[config.mk]
export PLATFORM = sky130hd
export DESIGN_NAME = pe_stream_feeder_flat
export DESIGN_NICKNAME = d
export VERILOG_FILES = /design/src/rtl/pe_stream_feeder_pkg.sv /design/src/rtl/pe_stream_feeder_if.sv /design/src/rtl/pe_stream_feeder_fifo.sv /design/src/rtl/pe_stream_feeder.sv /design/src/flat_wrapper.sv
export SDC_FILE = /design/constraint.sdc
export NUM_CORES = 1
export LEC_CHECK = 0
export BUFFER_PORTS_ARGS = -buffer_cell sky130_fd_sc_hd__buf_4
export CAP_MARGIN = 20
export CORE_AREA = 2 2 180 182
export DETAILED_ROUTE_END_ITERATION = 10
export DIE_AREA = 0 0 182 184
export PLACE_DENSITY = 0.61
export SYNTH_ARGS = -nofsm -noshare
export SYNTH_HDL_FRONTEND = slang
export SYNTH_HIERARCHICAL = 1
export SYNTH_SLANG_ARGS = --single-unit
export TNS_END_PERCENT = 5
[constraint.sdc]
create_clock -name clk -period 8.2 [get_ports clk]
set_input_delay 2.05 -clock clk [delete_from_list [all_inputs] [get_ports clk]]
set_output_delay 2.05 -clock clk [all_outputs]
set_load 0.02 [all_outputs]
[src/rtl/pe_stream_feeder_pkg.sv]
// Shared types for the PE stream feeder.
// FSM states, item kinds and the skid FIFO entry layout.
package pe_feed_pkg;

    localparam int DATA_W     = 16;
    localparam int ADDR_W     = 12;
    localparam int LANE_W     = 8;
    localparam int FIFO_DEPTH = 4;

    typedef enum logic [2:0] {
        S_IDLE,
        S_CLR,
        S_FILT,
        S_LINE,
        S_DRAIN
    } state_e;

    typedef enum logic {
        KIND_FILTER,
        KIND_LINE
    } kind_e;

    typedef struct packed {
        logic [DATA_W-1:0] data;
        kind_e             kind;
        logic [LANE_W-1:0] lane;
        logic              mac;
    } entry_t;

endpackage

[src/rtl/pe_stream_feeder_if.sv]
// Buffer read port plus broadcast PE bus.
// The master side is the feeder, the slave side is memory and PE array.
interface pe_feed_if #(
    parameter int N_LANE = 8
);

    logic                           mem_rd_en;
    logic [pe_feed_pkg::ADDR_W-1:0] mem_rd_addr;
    logic [pe_feed_pkg::DATA_W-1:0] mem_rd_data;
    logic [pe_feed_pkg::DATA_W-1:0] pe_data;
    logic [N_LANE-1:0]              shifting_filter;
    logic [N_LANE-1:0]              shifting_line;
    logic [N_LANE-1:0]              mac_enable;
    logic                           line_buffer_reset;

    modport master (
        output mem_rd_en,
        output mem_rd_addr,
        input  mem_rd_data,
        output pe_data,
        output shifting_filter,
        output shifting_line,
        output mac_enable,
        output line_buffer_reset
    );

    modport slave (
        input  mem_rd_en,
        input  mem_rd_addr,
        output mem_rd_data,
        input  pe_data,
        input  shifting_filter,
        input  shifting_line,
        input  mac_enable,
        input  line_buffer_reset
    );

endinterface

[src/rtl/pe_stream_feeder_fifo.sv]
// Four-entry skid FIFO between the read port and the output stage.
// Absorbs read latency while the PE bus is held.
module feeder_skid_fifo
    import pe_feed_pkg::*;
(
    input  logic       clk,
    input  logic       rst,
    input  logic       clr_i,
    input  logic       push_i,
    input  entry_t     push_data_i,
    input  logic       pop_i,
    output entry_t     head_o,
    output logic [2:0] count_o
);

    entry_t     mem_q [FIFO_DEPTH];
    logic [1:0] wr_q;
    logic [1:0] rd_q;
    logic [2:0] cnt_q;
    logic       do_push;
    logic       do_pop;

    assign do_pop  = pop_i && (cnt_q != 3'd0);
    assign do_push = push_i && ((cnt_q != 3'(FIFO_DEPTH)) || do_pop);

    always_ff @(posedge clk) begin
        if (rst || clr_i) begin
            wr_q  <= '0;
            rd_q  <= '0;
            cnt_q <= '0;
        end else begin
            if (do_push) begin
                mem_q[wr_q] <= push_data_i;
                wr_q        <= wr_q + 2'd1;
            end
            if (do_pop) begin
                rd_q <= rd_q + 2'd1;
            end
            cnt_q <= cnt_q + {2'b0, do_push} - {2'b0, do_pop};
        end
    end

    assign head_o  = mem_q[rd_q];
    assign count_o = cnt_q;

endmodule

[src/rtl/pe_stream_feeder.sv]
// Reads weights then line data from the buffer and streams them
// onto the PE bus with per-lane strobes and window-valid pulses.
module pe_stream_feeder
    import pe_feed_pkg::*;
#(
    parameter int N_LANE = 8,
    parameter int K      = 3
) (
    input  logic              clk,
    input  logic              rst,
    input  logic              start_i,
    input  logic [ADDR_W-1:0] cfg_filt_base_i,
    input  logic [ADDR_W-1:0] cfg_line_base_i,
    input  logic [ADDR_W-1:0] cfg_row_length_i,
    input  logic [ADDR_W-1:0] cfg_num_rows_i,
    input  logic              hold_i,
    output logic              busy_o,
    output logic              done_o,
    pe_feed_if.master         bus
);

    localparam int                TAPS      = K * K;
    localparam logic [LANE_W-1:0] LAST_LANE = LANE_W'(N_LANE - 1);
    localparam logic [LANE_W-1:0] LAST_TAP  = LANE_W'(TAPS - 1);
    localparam logic [ADDR_W-1:0] WIN_EDGE  = ADDR_W'(K - 1);

    state_e            state_q;
    logic [ADDR_W-1:0] addr_q;
    logic [ADDR_W-1:0] line_base_q;
    logic [ADDR_W-1:0] rlen_q;
    logic [ADDR_W-1:0] nrows_q;
    logic [ADDR_W-1:0] row_q;
    logic [ADDR_W-1:0] col_q;
    logic [LANE_W-1:0] lane_q;
    logic [LANE_W-1:0] tap_q;
    logic              rd_vld_q;
    kind_e             tag_kind_q;
    logic [LANE_W-1:0] tag_lane_q;
    logic              tag_mac_q;
    logic              lbr_q;
    logic [DATA_W-1:0] pe_data_q;
    logic [N_LANE-1:0] filt_q;
    logic [N_LANE-1:0] line_q;
    logic [N_LANE-1:0] mac_q;
    logic              mac_pend_q;
    logic              busy_q;
    logic              done_q;

    logic              issue;
    logic              pop;
    logic              last_filt;
    logic              last_line;
    logic              mac_tag;
    logic              drained;
    logic [2:0]        fifo_cnt;
    logic [N_LANE-1:0] head_bit;
    entry_t            head;
    entry_t            push_e;

    // Throttle keeps FIFO plus the read in flight within the 4 slots.
    assign issue = ((state_q == S_FILT) || (state_q == S_LINE)) && !hold_i
                   && ((fifo_cnt + {2'b0, rd_vld_q}) <= 3'd2);
    assign pop   = (fifo_cnt != 3'd0) && !hold_i;

    assign last_filt = (lane_q == LAST_LANE) && (tap_q == LAST_TAP);
    assign last_line = (lane_q == LAST_LANE)
                       && (col_q == rlen_q - 1'b1)
                       && (row_q == nrows_q - 1'b1);
    assign mac_tag   = (lane_q == LAST_LANE)
                       && (row_q >= WIN_EDGE) && (col_q >= WIN_EDGE);
    assign drained   = !rd_vld_q && (fifo_cnt == 3'd0) && !mac_pend_q;
    assign head_bit  = N_LANE'(1) << head.lane;

    always_comb begin
        push_e      = '0;
        push_e.data = bus.mem_rd_data;
        push_e.kind = tag_kind_q;
        push_e.lane = tag_lane_q;
        push_e.mac  = tag_mac_q;
    end

    feeder_skid_fifo u_fifo (
        .clk         (clk),
        .rst         (rst),
        .clr_i       (state_q == S_CLR),
        .push_i      (rd_vld_q),
        .push_data_i (push_e),
        .pop_i       (pop),
        .head_o      (head),
        .count_o     (fifo_cnt)
    );

    always_ff @(posedge clk) begin
        if (rst) begin
            state_q     <= S_IDLE;
            addr_q      <= '0;
            line_base_q <= '0;
            rlen_q      <= '0;
            nrows_q     <= '0;
            row_q       <= '0;
            col_q       <= '0;
            lane_q      <= '0;
            tap_q       <= '0;
            rd_vld_q    <= 1'b0;
            tag_kind_q  <= KIND_FILTER;
            tag_lane_q  <= '0;
            tag_mac_q   <= 1'b0;
            lbr_q       <= 1'b0;
            pe_data_q   <= '0;
            filt_q      <= '0;
            line_q      <= '0;
            mac_q       <= '0;
            mac_pend_q  <= 1'b0;
            busy_q      <= 1'b0;
            done_q      <= 1'b0;
        end else begin
            lbr_q      <= 1'b0;
            done_q     <= 1'b0;
            rd_vld_q   <= issue;
            tag_kind_q <= (state_q == S_LINE) ? KIND_LINE : KIND_FILTER;
            tag_lane_q <= lane_q;
            tag_mac_q  <= (state_q == S_LINE) && mac_tag;

            if (pop) begin
                pe_data_q  <= head.data;
                filt_q     <= (head.kind == KIND_FILTER) ? head_bit : '0;
                line_q     <= (head.kind == KIND_LINE) ? head_bit : '0;
                mac_pend_q <= head.mac;
            end else begin
                filt_q     <= '0;
                line_q     <= '0;
                mac_pend_q <= 1'b0;
            end
            mac_q <= {N_LANE{mac_pend_q}};

            unique case (state_q)
                S_IDLE: begin
                    if (start_i) begin
                        addr_q      <= cfg_filt_base_i;
                        line_base_q <= cfg_line_base_i;
                        rlen_q      <= cfg_row_length_i;
                        nrows_q     <= cfg_num_rows_i;
                        lane_q      <= '0;
                        tap_q       <= '0;
                        busy_q      <= 1'b1;
                        lbr_q       <= 1'b1;
                        state_q     <= S_CLR;
                    end
                end
                S_CLR: state_q <= S_FILT;
                S_FILT: begin
                    if (issue) begin
                        if (last_filt) begin
                            addr_q  <= line_base_q;
                            lane_q  <= '0;
                            tap_q   <= '0;
                            row_q   <= '0;
                            col_q   <= '0;
                            state_q <= ((rlen_q == '0) || (nrows_q == '0))
                                       ? S_DRAIN : S_LINE;
                        end else begin
                            addr_q <= addr_q + 1'b1;
                            if (tap_q == LAST_TAP) begin
                                tap_q  <= '0;
                                lane_q <= lane_q + 1'b1;
                            end else begin
                                tap_q <= tap_q + 1'b1;
                            end
                        end
                    end
                end
                S_LINE: begin
                    if (issue) begin
                        addr_q <= addr_q + 1'b1;
                        if (lane_q != LAST_LANE) begin
                            lane_q <= lane_q + 1'b1;
                        end else begin
                            lane_q <= '0;
                            if (col_q != rlen_q - 1'b1) begin
                                col_q <= col_q + 1'b1;
                            end else begin
                                col_q <= '0;
                                row_q <= row_q + 1'b1;
                            end
                        end
                        if (last_line) begin
                            state_q <= S_DRAIN;
                        end
                    end
                end
                S_DRAIN: begin
                    if (drained) begin
                        done_q  <= 1'b1;
                        busy_q  <= 1'b0;
                        state_q <= S_IDLE;
                    end
                end
                default: state_q <= S_IDLE;
            endcase
        end
    end

    assign bus.mem_rd_en         = issue;
    assign bus.mem_rd_addr       = addr_q;
    assign bus.pe_data           = pe_data_q;
    assign bus.shifting_filter   = filt_q;
    assign bus.shifting_line     = line_q;
    assign bus.mac_enable        = mac_q;
    assign bus.line_buffer_reset = lbr_q;
    assign busy_o                = busy_q;
    assign done_o                = done_q;

endmodule

[src/flat_wrapper.sv]
// flat-port wrapper written by rule: the top's interface ports become plain ports
module pe_stream_feeder_flat import pe_feed_pkg::*;
#(
    parameter int N_LANE = 8,
    parameter int K      = 3
)
  (clk, rst, start_i, cfg_filt_base_i, cfg_line_base_i, cfg_row_length_i, cfg_num_rows_i, hold_i, busy_o, done_o, bus_mem_rd_en, bus_mem_rd_addr, bus_mem_rd_data, bus_pe_data, bus_shifting_filter, bus_shifting_line, bus_mac_enable, bus_line_buffer_reset);
  pe_feed_if #(.N_LANE(N_LANE)) bus_i ();
  input  logic clk;
  input  logic rst;
  input  logic start_i;
  input  logic [ADDR_W-1:0] cfg_filt_base_i;
  input  logic [ADDR_W-1:0] cfg_line_base_i;
  input  logic [ADDR_W-1:0] cfg_row_length_i;
  input  logic [ADDR_W-1:0] cfg_num_rows_i;
  input  logic hold_i;
  output logic busy_o;
  output logic done_o;
  output wire logic [$bits(bus_i.mem_rd_en)-1:0] bus_mem_rd_en;
  output wire logic [$bits(bus_i.mem_rd_addr)-1:0] bus_mem_rd_addr;
  input wire logic [$bits(bus_i.mem_rd_data)-1:0] bus_mem_rd_data;
  output wire logic [$bits(bus_i.pe_data)-1:0] bus_pe_data;
  output wire logic [$bits(bus_i.shifting_filter)-1:0] bus_shifting_filter;
  output wire logic [$bits(bus_i.shifting_line)-1:0] bus_shifting_line;
  output wire logic [$bits(bus_i.mac_enable)-1:0] bus_mac_enable;
  output wire logic [$bits(bus_i.line_buffer_reset)-1:0] bus_line_buffer_reset;
  assign bus_mem_rd_en = bus_i.mem_rd_en;
  assign bus_mem_rd_addr = bus_i.mem_rd_addr;
  assign bus_i.mem_rd_data = bus_mem_rd_data;
  assign bus_pe_data = bus_i.pe_data;
  assign bus_shifting_filter = bus_i.shifting_filter;
  assign bus_shifting_line = bus_i.shifting_line;
  assign bus_mac_enable = bus_i.mac_enable;
  assign bus_line_buffer_reset = bus_i.line_buffer_reset;
  pe_stream_feeder #(.N_LANE(N_LANE), .K(K)) u_core (.clk(clk), .rst(rst), .start_i(start_i), .cfg_filt_base_i(cfg_filt_base_i), .cfg_line_base_i(cfg_line_base_i), .cfg_row_length_i(cfg_row_length_i), .cfg_num_rows_i(cfg_num_rows_i), .hold_i(hold_i), .busy_o(busy_o), .done_o(done_o), .bus(bus_i));
endmodule
==> summary.md, run 1 <==
| Metric | Value |
|---|---|
| Status | completed |
| Mux contribution to synthesized area | 6.21% |
| Die width | 182 um |
| Critical path type | input port to output port |
| Via density | 5.05 |
| CTS clk-pin slew, worst paths | 60 ps |
| # hold bufs at CTS | 0 |
| # clock sinks | 252 |
| GRT Resource Usage Total | 14.4% |
| Final Max Slew Viols | 0 |
| Leakage | 4.74 nW |
| Clk root buf | clkbuf_16 |
| Initial antenna violation count | 0 |
| Flops & latches, synth | 252 |
| Top cell by count, worst path | buf_4 |
| Number of synthesized flops with an enable pin | 104 |
| Max VDD drop | 0.168 mV |
| Pre-CTS setup slack | 2800 ps |
| Syn nets | 1108 |
| Total CTS buffers | 27 |
| Latest clock arrival within the worst-skew pair | 550 ps |
| CP Data Arrival Time | 3400 ps |
| Largest net degree at the start of global routing | 69 |
| Vias | 7832 |
| Crit path largest cell delay | 440 ps |
| Largest area contributor in the netlist | edfxtp_1 |
| Nets@finish | 1217 |
| CORE AREA | 31400 um^2 |
| Final min period | 5450 ps |
| Drt initial violations | 438 |
| Post-Synth Simple-Gate Area | 17.4% |
| Period utilization | 66.5% |
| Startpoint Class | input port |
| Primary FF master, synth | dfxtp_1 |
| Crit-path slowest cell | nand3_1 |
| Least-Margin Pin Slew | 868 ps |
| Post-synthesis async set-or-reset flop share | 0% |
| H-tree depth | 1 |
| Setup Viol. Count Final | 0 |
| Pre-Repair DR Iteration Count | 7 |
| Synthesis Warnings | 6 |
| Synthesized instance count | 1019 |
| Post-Synth XOR/XNOR Area | 4.41% |
| DRC | 0 |
| First-pass GRT wire length | 39.6 mm |
| Grt ovf | 0 |
| RSZ-0062 raised after global routing | no |
| IO Port Bufs | 123 |
| Vias in the first global route | 7619 |
| Register area share after synthesis | 55.7% |
| Mean post-synth cell area | 10.7 um^2 |
| ANT cells | 0 |
| Die Ht | 184 um |
| Worst Hold Class | flop to flop |
| Layout Skew | 18.4 ps |
| Largest family of logic cells by synthesized area | simple AND/OR/NAND/NOR gates |
| FP Rows | 65 |
| DP Cell Count | 1501 |
| Crit-path cells | buf_4 > a21oi_1 > nand3_1 > inv_1 > buf_4 |
| Final Instance Count excl. Fillers | 1551 |
| Synth cell types | 71 |
| Pwr/cell area | 264 nW/um^2 |
| ANT nets after route | 0 |
| Worst setup EP type | output port |
| DP Wirelength | 16.4 mm |
| Initial Utilization | 34.8% |
| Max Clock Freq | 0.183 GHz |
| TritonCTS clock tree | yes |
| Clock Tree Buf Depth | 3 |
| Final Hold Fails | 0 |
| # resized after CTS | 0 |
| Synth area leaders | edfxtp_1, dfxtp_1, nand2_1 |
| Routed WL per cell | 15.6 um |
| Routability cong. | 0.809 |
| CP Data Required Time | 6150 ps |
| Layout overhead on the synthesized area | 19.8% |
| Routed WL | 24.1 mm |
| Die footprint | 33500 um^2 |
| Fraction of layout cells with a size suffix above 1 | 19.0% |
| I/O pin total | 124 |
| Fin worst setup slack | 2750 ps |
| Synth Area in Adders | 2.47% |
| Setup TNS Final | 0 ps |
| Postcts setup bufs | 0 |
| Rel. slew slack | 42.1% |
| Compound-cell area share of the yosys netlist | 10.5% |
| Worst Path Max Fanout | 12 |
| Post-Syn Area | 10900 um^2 |
| Share of the synthesized area in the top cell type | 28.6% |
| Total of max-cap violations | 0 |
==> through the flow <==
stage	area, um^2	hold WS (ps)	util, %	total power, W
after floorplan	10900	434	-	0.00205
after global placement	12200	444	38.8	0.00227
after detailed placement	12200	448	38.8	0.00228
after CTS	13100	456	41.7	0.00349
after global routing	13100	477	41.7	0.00365
final	13100	454	41.7	0.00345
==> sequential cells by signal, summed over array words and instances (netlist names), 3 cells and up, named ones only <==
register,cells
u_core/rlen_q,12
u_core/bus.pe_data,16
u_core/col_q,12
u_core/bus.shifting_line,8
u_core/u_fifo/mem_q,104
u_core/tag_lane_q,8
u_core/line_base_q,12
u_core/row_q,12
u_core/bus.mem_rd_addr,12
u_core/bus.shifting_filter,8
u_core/lane_q,8
u_core/state_q,3
u_core/tap_q,8
u_core/nrows_q,12
u_core/u_fifo/count_o,3
==> kinds of logic after synthesis <==
kind of cell | count (synthesis)
and+or+nand+nor | 397
DFF | 252
AOI/OAI and AO/OA | 180
buffers and inverters | 81
xor gates and xnor gates | 55
muxes | 33
adders and majority gates | 21
==> final timing paths <==
path                       startpoint                       end  slack [ps]  depth (start not counted)
max                            hold_i             bus_mem_rd_en        2750                          5
min            u_core/bus.pe_data[10]    u_core/bus.pe_data[10]         450                          2
max reg2reg  u_core/u_fifo/count_o[1]  u_core/u_fifo/count_o[2]        4340                         13
min reg2reg    u_core/bus.pe_data[10]    u_core/bus.pe_data[10]         450                          2
==> cells in the final DEF, fill, tap and decap left out, types with 21 or more instances in the layout <==
cell,count
nand2_1,144
nand3_1,27
nor2_1,88
o21ai_0,21
inv_1,22
clkbuf_16,27
a21oi_1,81
buf_4,137
edfxtp_1,104
xor2_1,28
dfxtp_1,148
nor3_1,29
xnor2_1,27
==> power breakdown <==
group | leakage, nW | internal (W) | switching [W] | total, W
Combinational | 2.14 | 0.000305 | 0.000459 | 0.000764
Clock | 0.444 | 0.000711 | 0.000491 | 0.00120
Sequential | 2.16 | 0.00139 | 0.0000994 | 0.00149
Total | 4.74 | 0.00240 | 0.00105 | 0.00345
==> layer usage <==
metal | global-route usage (%) | vias to the layer above | share of wire [%]
met5 | 0 | - | 0
met4 | 3.39 | 0 | 1.9
met3 | 2.20 | 31 | 4.6
met2 | 24.4 | 184 | 47
met1 | 19.4 | 3705 | 47
li1 | - | 3912 | -
==> final cells by class <==
| cell class | instances | area, um^2 |
|---|---|---|
| Fill cell | 3030 | 18300 |
| Sequential cell | 252 | 6090 |
| Timing Repair Buffer | 137 | 1030 |
| Clock inverter | 6 | 53.8 |
| Inverter | 24 | 90.1 |
| Tap cell | 402 | 503 |
| Multi-Input combinational cell | 686 | 4480 |
| Clock buffer | 44 | 851 |
==> Yosys cell counts (11+ instances only) <==
cell      count
dfxtp_1     148
nand2_1     144
edfxtp_1    104
nor2_1       88
a21oi_1      81
clkbuf_1     38
nor3_1       29
xor2_1       28
nand3_1      27
xnor2_1      27
inv_1        22
o21ai_0      21
ha_1         20
mux4_2       20
nand4_1      17
nor2b_1      15
and3_1       13
or4_1        13
a31oi_1      12
nor4_1       12
o31ai_1      11
==> worst max-delay path, delay by kind of cell <==
kind,cells,cell delay (ps)
and+or+nand+nor,1,440
buffers and inverters,3,650
AOI/OAI and AO/OA,1,250
Power figures use the tool's default switching activity.
==> run 2: changes to the inputs <==
--- a/config.mk
+++ b/config.mk
@@ -5,11 +5,12 @@
 export SDC_FILE = /design/constraint.sdc
 export NUM_CORES = 1
 export LEC_CHECK = 0
+export ABC_AREA = 1
 export BUFFER_PORTS_ARGS = -buffer_cell sky130_fd_sc_hd__buf_4
 export CAP_MARGIN = 20
-export CORE_AREA = 2 2 180 182
+export CORE_AREA = 2 2 183 185
 export DETAILED_ROUTE_END_ITERATION = 10
-export DIE_AREA = 0 0 182 184
+export DIE_AREA = 0 0 185 187
 export PLACE_DENSITY = 0.61
 export SYNTH_ARGS = -nofsm -noshare
 export SYNTH_HDL_FRONTEND = slang
==> constraint.sdc (replaced) <==
create_clock -name clk -period 5.6 [get_ports clk]
set_input_delay 1.4 -clock clk [delete_from_list [all_inputs] [get_ports clk]]
set_output_delay 1.4 -clock clk [all_outputs]
set_load 0.02 [all_outputs]
==> run 2 against run 1 <==
- die area increased by 3.3%
- combinational power up 66%
- utilization is 0.21 points lower
- worst hold slack got worse by 2.5 ps
- design area is 4.1% higher
- wire length up 11%
- synthesized cell count rose by 26%
- first-iteration DRC count up 11%
==> summary.md, run 2 <==
| Metric | Value |
|---|---|
| Worst Hold Depth | 2 |
| Post-Syn Area | 11300 um^2 |
| Pwr/cell area | 403 nW/um^2 |
| DRC | 0 |
| Commonest cells after routing, fill and taps aside | nor2_1, nand2_1, dfxtp_1 |
| Sw Ratio | 31.3% |
| Syn nets | 1377 |
| Most common cell in the synthesized netlist | nor2_1 |
| CP Data Required Time | 4200 ps |
| Fraction of layout cells with a size suffix above 1 | 17.4% |
| Status | completed |
| Mean post-synth cell area | 8.80 um^2 |
| ANT cells | 0 |
| Sw Pwr | 0.00172 W |
| Worst Reg-to-Reg Cells | 8 |
| RSZ-0062 raised after global routing | no |
| Largest net degree at the start of global routing | 61 |
| Total of max-cap violations | 0 |
| Max Clock Freq | 0.286 GHz |
| Setup TNS Final | 0 ps |
| R2r setup slk | 2910 ps |
| Number of synthesized flops with an enable pin | 104 |
| Routability cong. | 0.904 |
| ANT nets after route | 0 |
| Vias | 8998 |
| Drt initial violations | 485 |
| Die footprint | 34600 um^2 |
| GRT Resource Usage Total | 15.2% |
| Leakage | 5.37 nW |
| Seq pwr share | 40.2% |
| Layout overhead on the synthesized area | 20.3% |
| CTS clk-pin slew, worst paths | 60 ps |
| Routed WL per cell | 14.2 um |
| IO Port Bufs | 123 |
| Final Hold Fails | 0 |
| Die width | 185 um |
| Register area share after synthesis | 53.7% |
| Vias in the first global route | 8573 |
| CORE AREA | 32900 um^2 |
| Rel. slew slack | 42.8% |
| Primary FF master, synth | dfxtp_1 |
| Pint | 0.00378 W |
| Pre-Repair DR Iteration Count | 5 |
| Clk pwr share | 36.7% |
| Critical path type | input port to output port |
| Hold Crit Start | u_core/line_base_q[2] |
| # resized after CTS | 0 |
| Gate power share | 23.1% |
| Largest area contributor in the netlist | edfxtp_1 |
| Largest register FFs | 104 |
| Period utilization | 62.5% |
| Setup Viol. Count Final | 0 |
| Initial Utilization | 34.5% |
| I/O pin total | 124 |
| Least-Margin Pin Slew | 857 ps |
| Die Ht | 187 um |
| # hold bufs at CTS | 0 |
| TritonCTS clock tree | yes |
| Synth area leaders | edfxtp_1, dfxtp_1, nor2_1 |
| First-pass GRT wire length | 43.3 mm |
| Max VDD drop | 0.256 mV |
| Worst setup EP type | output port |
| Post-synthesis async set-or-reset flop share | 0% |
| Routed WL | 26.7 mm |
| FP Rows | 67 |
| H-tree depth | 1 |
| Fill count | 3264 |
| Synthesis Warnings | 6 |
| Top reg by flops | u_core/u_fifo/mem_q |
| Startpoint Class | input port |
| Most common cell after layout, fill and taps aside | nor2_1 |
| Grt ovf | 0 |
| Via density | 4.81 |
| Share of the synthesized area in the top cell type | 27.6% |
| Total CTS buffers | 28 |
| RR Endpoint | u_core/bus.shifting_filter[2] |
| Synthesized instance count | 1288 |
| Worst Path Max Fanout | 5 |
| CP Data Arrival Time | 2100 ps |
| # clock sinks | 252 |
| Postcts setup bufs | 0 |
| Final Max Slew Viols | 0 |
| Synth cell types | 54 |
| Latest clock arrival within the worst-skew pair | 540 ps |
| WHS Endpoint | u_core/line_base_q[2] |
| Layout Skew | 14.1 ps |
| Worst Hold Class | flop to flop |
| Clock Tree Buf Depth | 3 |
| Flops & latches, synth | 252 |
| Final Instance Count excl. Fillers | 1871 |
| Synth top cells by count | nor2_1, nand2_1, dfxtp_1 |
| Nets@finish | 1490 |
| DP Wirelength | 18.0 mm |
| DP Cell Count | 1819 |
| Initial antenna violation count | 0 |
| Clk root buf | clkbuf_16 |
| Final min period | 3500 ps |
==> run 2: per-stage QoR <==
stage | cell area (um^2) | hold slack [ps] | power (W) | util (%) | setup WS (ps)
floorplan | 11300 | 403 | 0.00316 | - | 1860
global placement | 12600 | 437 | 0.00350 | 38.4 | 2100
detailed placement | 12600 | 442 | 0.00352 | 38.4 | 2100
CTS | 13600 | 452 | 0.00556 | 41.5 | 2100
global route | 13600 | 472 | 0.00580 | 41.5 | 2010
finish | 13600 | 451 | 0.00550 | 41.5 | 2100
==> run 2: power by group through the flow <==
stage	Sequential, W	Combinational [W]	Clock [W]
6_report	0.00221	0.00127	0.00202
5_1_grt	0.00223	0.00144	0.00213
2_1_floorplan	0.00226	0.000900	0
3_3_place_gp	0.00225	0.00126	0
3_5_place_dp	0.00225	0.00127	0
4_1_cts	0.00221	0.00128	0.00207
==> run 2: per-layer routing <==
| layer | part of all wire, % | GRT usage (%) | wire length (um) | vias to the layer above |
|---|---|---|---|---|
| met4 | 2.0 | 3.54 | 529 | 0 |
| met2 | 48 | 26.4 | 12900 | 204 |
| met5 | 0 | 0 | 0 | - |
| met3 | 4.6 | 2.47 | 1230 | 38 |
| li1 | - | - | - | 4568 |
| met1 | 45 | 19.8 | 12000 | 4188 |
==> run 2: worst max-delay path: stages <==
cell and delay (ps):
buf_4 120, a21oi_1 110, nand2_1 140, nor2_4 160
buf_4 170
==> run 2: layout make-up <==
type | instances | area, um^2 | share of cell area [%]
sequential | 252 | 6090 | 44.6
tap | 448 | 561 | 4.11
timing repair buffer | 132 | 991 | 7.27
clock buffer | 36 | 783 | 5.74
clock inverter | 16 | 251 | 1.84
multi-input combinational | 851 | 4450 | 32.6
inverter | 136 | 515 | 3.78
==> run 2: how the worst max path moves through the flow <==
| stage | start | end | slack (ps) | depth (start not counted) |
|---|---|---|---|---|
| after CTS | hold_i | bus_mem_rd_en | 2100 | 5 |
| after floorplan | hold_i | u_core/u_fifo/mem_q[0][0] | 1860 | 6 |
| after global placement | hold_i | bus_mem_rd_en | 2100 | 5 |
| after detailed placement | hold_i | bus_mem_rd_en | 2100 | 5 |
| after global routing | hold_i | bus_mem_rd_en | 2010 | 5 |
| final | hold_i | bus_mem_rd_en | 2100 | 5 |
==> run 2: cell families after synthesis <==
logic type               after synthesis  synth area share, %
flip-flops                           252                 53.7
adder cells (fa/ha/maj)               21                 2.38
AND/OR/NAND/NOR                      522                 21.1
XOR/XNOR                              29                 2.24
buffers and inverters                185                 7.11
AO/OA/AOI/OAI                        279                 13.4
